### src/rtl/seq_circuit_driver_pkg.sv
// Shared types and constants for the mod-4 up/down circuit driver.
package seq_circuit_driver_pkg;

  typedef enum logic {
    IDLE = 1'b0,
    MOVE = 1'b1
  } drv_state_e;

  localparam logic       DIR_UP   = 1'b0;
  localparam logic       DIR_DOWN = 1'b1;
  localparam logic [1:0] Y_STATE  = 2'b11;

  // One step of the downstream circuit: A=0 counts up, A=1 counts down.
  function automatic logic [1:0] step_state(input logic [1:0] s, input logic dir);
    return (dir == DIR_DOWN) ? s - 2'd1 : s + 2'd1;
  endfunction

endpackage

### src/rtl/seq_mirror_model.sv
// Mirror of the downstream 2-bit mod-4 up/down circuit, advanced by the same A
// on every clock so its state and Y prediction track the real circuit.
module seq_mirror_model
  import seq_circuit_driver_pkg::*;
(
  input  logic       clk,
  input  logic       rst,
  input  logic       a,
  output logic [1:0] mirror_state,
  output logic       y_pred
);

  always_ff @(posedge clk) begin
    if (rst) begin
      mirror_state <= 2'd0;
    end else begin
      mirror_state <= step_state(mirror_state, a);
    end
  end

  assign y_pred = (mirror_state == Y_STATE);

endmodule

### src/rtl/seq_circuit_driver.sv
// Drives A into the mod-4 up/down circuit to execute step-count move commands,
// holds position between moves by alternating A, and flags Y mismatches.
//
// state | meaning
// IDLE  | A toggles, net zero motion around home H; ready when A=1
// MOVE  | A held at command direction, cnt down-counts remaining steps
module seq_circuit_driver
  import seq_circuit_driver_pkg::*;
#(
  parameter int CNT_W = 8
) (
  input  logic             clk,
  input  logic             rst,
  input  logic             cmd_valid,
  output logic             cmd_ready,
  input  logic             cmd_dir,
  input  logic [CNT_W-1:0] cmd_steps,
  output logic             A,
  input  logic             Y_obs,
  output logic [1:0]       mirror_state,
  output logic             busy,
  output logic             done,
  output logic             err,
  input  logic             err_clr
);

  drv_state_e       state, state_nxt;
  logic [CNT_W-1:0] cnt, cnt_nxt;
  logic             a_nxt;
  logic             busy_nxt;
  logic             done_nxt;
  logic             y_pred;
  logic             mismatch;

  seq_mirror_model u_mirror (
    .clk          (clk),
    .rst          (rst),
    .a            (A),
    .mirror_state (mirror_state),
    .y_pred       (y_pred)
  );

  // Only offer a command when the coming edge brings the circuit back to H.
  assign cmd_ready = (state == IDLE) && A;
  assign mismatch  = (Y_obs != y_pred);

  always_comb begin
    state_nxt = state;
    a_nxt     = A;
    cnt_nxt   = cnt;
    busy_nxt  = busy;
    done_nxt  = 1'b0;
    case (state)
      IDLE: begin
        a_nxt = ~A;
        if (cmd_valid && cmd_ready) begin
          if (cmd_steps != '0) begin
            state_nxt = MOVE;
            a_nxt     = cmd_dir;
            cnt_nxt   = cmd_steps;
            busy_nxt  = 1'b1;
          end else begin
            a_nxt    = DIR_UP;
            done_nxt = 1'b1;
          end
        end
      end
      MOVE: begin
        cnt_nxt = cnt - 1'b1;
        if (cnt == CNT_W'(1)) begin
          state_nxt = IDLE;
          a_nxt     = DIR_UP;
          busy_nxt  = 1'b0;
          done_nxt  = 1'b1;
        end
      end
      default: begin
        state_nxt = IDLE;
        a_nxt     = DIR_UP;
        busy_nxt  = 1'b0;
      end
    endcase
  end

  always_ff @(posedge clk) begin
    if (rst) begin
      state <= IDLE;
      A     <= DIR_UP;
      cnt   <= '0;
      busy  <= 1'b0;
      done  <= 1'b0;
    end else begin
      state <= state_nxt;
      A     <= a_nxt;
      cnt   <= cnt_nxt;
      busy  <= busy_nxt;
      done  <= done_nxt;
    end
  end

  // A fresh mismatch beats a simultaneous clear so no error is lost.
  always_ff @(posedge clk) begin
    if (rst) begin
      err <= 1'b0;
    end else if (mismatch) begin
      err <= 1'b1;
    end else if (err_clr) begin
      err <= 1'b0;
    end
  end

endmodule

### config.mk
export PLATFORM = sky130hd
export DESIGN_NAME = seq_circuit_driver
export DESIGN_NICKNAME = d
export VERILOG_FILES = /design/src/rtl/seq_circuit_driver_pkg.sv /design/src/rtl/seq_mirror_model.sv /design/src/rtl/seq_circuit_driver.sv
export SDC_FILE = /design/constraint.sdc
export NUM_CORES = 1
export LEC_CHECK = 0
export ABC_AREA = 1
export ABC_CLOCK_PERIOD_IN_PS = 1200
export CORE_MARGIN = 4
export CORE_UTILIZATION = 45
export DETAILED_ROUTE_END_ITERATION = 8
export GPL_TIMING_DRIVEN = 1
export PLACE_DENSITY_LB_ADDON = 0.12
export SYNTH_ARGS = -nofsm -noshare
export SYNTH_HDL_FRONTEND = slang
export SYNTH_SLANG_ARGS = --single-unit
### constraint.sdc
create_clock -name clk -period 1.2 [get_ports clk]
set_input_delay 0.36 -clock clk [delete_from_list [all_inputs] [get_ports clk]]
set_output_delay 0.36 -clock clk [all_outputs]
set_load 0.05 [all_outputs]
==> results of run 1 <==
timing repair:
action	4_1_cts	5_1_grt
endpoints found under the setup margin	15	15
gates resized for setup	16	6
pin swaps	13	1
buffers inserted	4	0
placed cells by master, fill, tap and decap left out, types with 2 or more instances in the layout:
| cell type | synthesis | final |
|---|---|---|
| dfxtp_1 | 15 | 8 |
| nand2_4 | 2 | 2 |
| clkdlybuf4s50_1 | 0 | 5 |
| dlygate4sd2_1 | 0 | 7 |
| a21oi_2 | 4 | 5 |
| nor2_1 | 13 | 12 |
| dfxtp_4 | 0 | 2 |
| a21oi_1 | 6 | 5 |
| buf_12 | 0 | 7 |
| o21ai_2 | 2 | 2 |
| clkbuf_4 | 0 | 3 |
| buf_4 | 1 | 14 |
| dfxtp_2 | 0 | 5 |
| nand4_1 | 3 | 3 |
| nor2_4 | 4 | 4 |
| nand3_1 | 16 | 15 |
| nor2_2 | 5 | 6 |
| nand2_2 | 3 | 6 |
| nand2_1 | 41 | 38 |
| inv_4 | 1 | 2 |
| o21ai_0 | 4 | 4 |
| inv_1 | 16 | 16 |
worst min path at each step:
stage / cells after the start / from / endpoint
after floorplan: 2 / cnt[1] / cnt[1]
after global routing: 1 / u_mirror.mirror_state[0] / u_mirror.mirror_state[0]
final: 1 / u_mirror.mirror_state[0] / u_mirror.mirror_state[0]
after detailed placement: 1 / u_mirror.mirror_state[0] / u_mirror.mirror_state[0]
after global placement: 1 / u_mirror.mirror_state[0] / u_mirror.mirror_state[0]
after CTS: 1 / u_mirror.mirror_state[0] / u_mirror.mirror_state[0]
where the power goes:
part / switching (mW) / internal (mW)
clock network: 0.166 / 0.129
logic: 0.417 / 0.359
registers: 0.0664 / 0.556
total: 0.649 / 1.04
flip-flops by register name, indices dropped and copies added (netlist names):
name and flops:
err 1, state 1, done 1, u_mirror.mirror_state 2
busy 1, A 1, cnt 8
cell type report:
cell class	instances	area, um^2
clock buffers	4	26.3
flip-flops and latches	15	314
multi-input cells	108	608
fillers	176	588
well taps	27	33.8
repair buffers	34	367
inverters	20	85.1
critical path, stage by stage, from the launching register on:
cell and delay [ns]:
dfxtp_4 0.37, inv_4 0.04, nor2_4 0.11, buf_12 0.14
kinds of logic (layout without fill, tap and decap cells):
group,count (synthesis),in the layout,synth area share
AND/OR/NAND/NOR,87,87,0.424
flip-flops,15,15,0.303
buffers and inverters,23,58,0.114
AO/OA/AOI/OAI,18,18,0.125
XOR/XNOR,1,1,0.00885
adder cells (fa/ha/maj),2,2,0.0253
per-stage QoR:
step	worst slack (ns)	hold WS [ns]	TNS [ns]	utilization	power, mW
floorplan	-0.195	0.461	-1.80	-	1.09
global placement	-0.533	0.463	-5.71	0.667	1.35
detailed placement	-0.539	0.470	-5.82	0.667	1.37
CTS	-0.111	0.488	-0.250	0.697	1.69
global route	-0.144	0.482	-1.03	0.709	1.81
finish	-0.0980	0.460	-0.195	0.709	1.69
per-layer routing:
layer	up-vias	global-route usage
met1	448	0.231
met4	0	0.0607
met3	2	0.0456
met5	-	0
li1	528	-
met2	13	0.335
==> summary.md, run 1 <==
| Metric | Value |
|---|---|
| Outcome | complete, but fails checks |
| Failing checks | negative setup slack |
| Core area | 0.00202 mm^2 |
| Critical path class | reg2out |
| Post-detail-place hpwl | between 1500 and 2000 um |
| Distinct cells, synth | 23 |
| Yosys reg bits | 15 |
| WL/cell | 11.7 um |
| Main synth FF type | dfxtp_1 |
| Top sig layer | met4 |
| Leading area contributor after synthesis | dfxtp_1 |
| Count leader, synth | nand2_1 |
| Yosys top cell area share | 0.303 |
| Post-synth EDFFs | 0 |
| GRT Residual Overflow | 0 |
| YS warnings | 0 |
| Mapped Nets | 162 |
| Final instance area | around 0.0014 mm^2 |
| Post-synthesis sequential area ratio | 0.303 |
| Layout area overhead | 44.9% |
| Ports | 21 |
| Critical Path AT | 0.94 ns |
| Non-Filler Instances | between 200 and 250 |
| Post-DP Area | 0.00135 mm^2 |
| Drt initial violations | 9 |
| Die X | ~55 um |
| Post-CTS Hold Buffers | 0 |
| Critical path fanouts, max | 2 |
| Slew Limit Fails | 0 |
| CTS tree | built |
| Rows | 16 |
| Peak VDD IR | 0.802 mV |
| Layout Skew | 0.000424 ns |
| Setup violators final | 3 |
| Synthesized area | around 1000 um^2 |
| Worst setup margin | -0.0980 ns |
| Max Freq | 0.770 GHz |
| Worst slew pin tran | 0.280 ns |
| Worst R2R Setup Slack | 0 ns |
| DRC | 0 |
| Die H | approximately 55 um |
| First-pass GRT wire length | 4130 um |
| Cells after DPL | 200 |
| Worst setup SP type | register |
| Largest net degree at the start of global routing | 13 |
| Layout cell share with drive strength beyond 1 | 0.348 |
| Clock Sinks | 15 |
| All-layer global routing usage | 0.192 |
| Die area | 0.00301 mm^2 |
| Most frequent cells after synthesis | nand2_1, inv_1, nand3_1 |
| Syn_area_per_cell | between 6 and 7 um^2 |
| DR vias | 991 |
| Clock Latency Late Sink | 0.28 ns |
| Final Cycle Share | 1.08 |
| Worst reg2reg path startpoint | A |
| Critical path origin | A |
| Total iterations of the first detailed-routing run | 4 |
| Via density | 4.76 |
| RD Place Congestion | 0.870 |
| Critical path required time | 0.84 ns |
| Met3 WL | between 90 and 100 um |
| Slew HR | 0.812 |
| Nets | 198 |
| Vias in the first global route | 946 |
| Worst Reg-to-Reg Cells | 9 |
| RSZ-0062 raised after global routing | yes |
| Total length of routed met2 wires | 1200 um |
| Antenna violations before repair | 0 |
| Crit. End Element | output pin |
| Worst Hold Class | reg2reg |
| Critical Path Sink | cmd_ready |
| TritonCTS buffer count | 3 |
| PortBufs | 20 |
| Mapped Cells | 146 |
| Max cap viols | 0 |
| Pleak | 0.667 nW |
| Minimum clock period after layout | 1.30 ns |
| FF-to-FF End | cnt[2] |
| Routed Antenna Nets | 0 |
| Met1 wire length | 1130 um |
| CTS clk-pin slew, worst paths | 0.09 ns |
| Synth top area cells | dfxtp_1, nand2_1, nand3_1 |
| Ant diodes | 0 |
| Initial core utilization | 0.489 |
| H-tree levels | 1 |
| Pwr dens | between 1000 and 1500 mW/mm^2 |
| Root Driver | clkbuf_4 |
| Drt total wl | between 2000 and 2500 um |
| CTS max path bufs | 2 |
| Post-synth ARST share | 0 |
| Final hold violations | 0 |
Note: power is estimated with default switching activity, not from simulation.
==> run 2: changes to the inputs <==
SLEW_MARGIN = 15   (was not set)
==> results of run 2 <==
The final DEF is identical to that of run 1; final timing and power are the same.
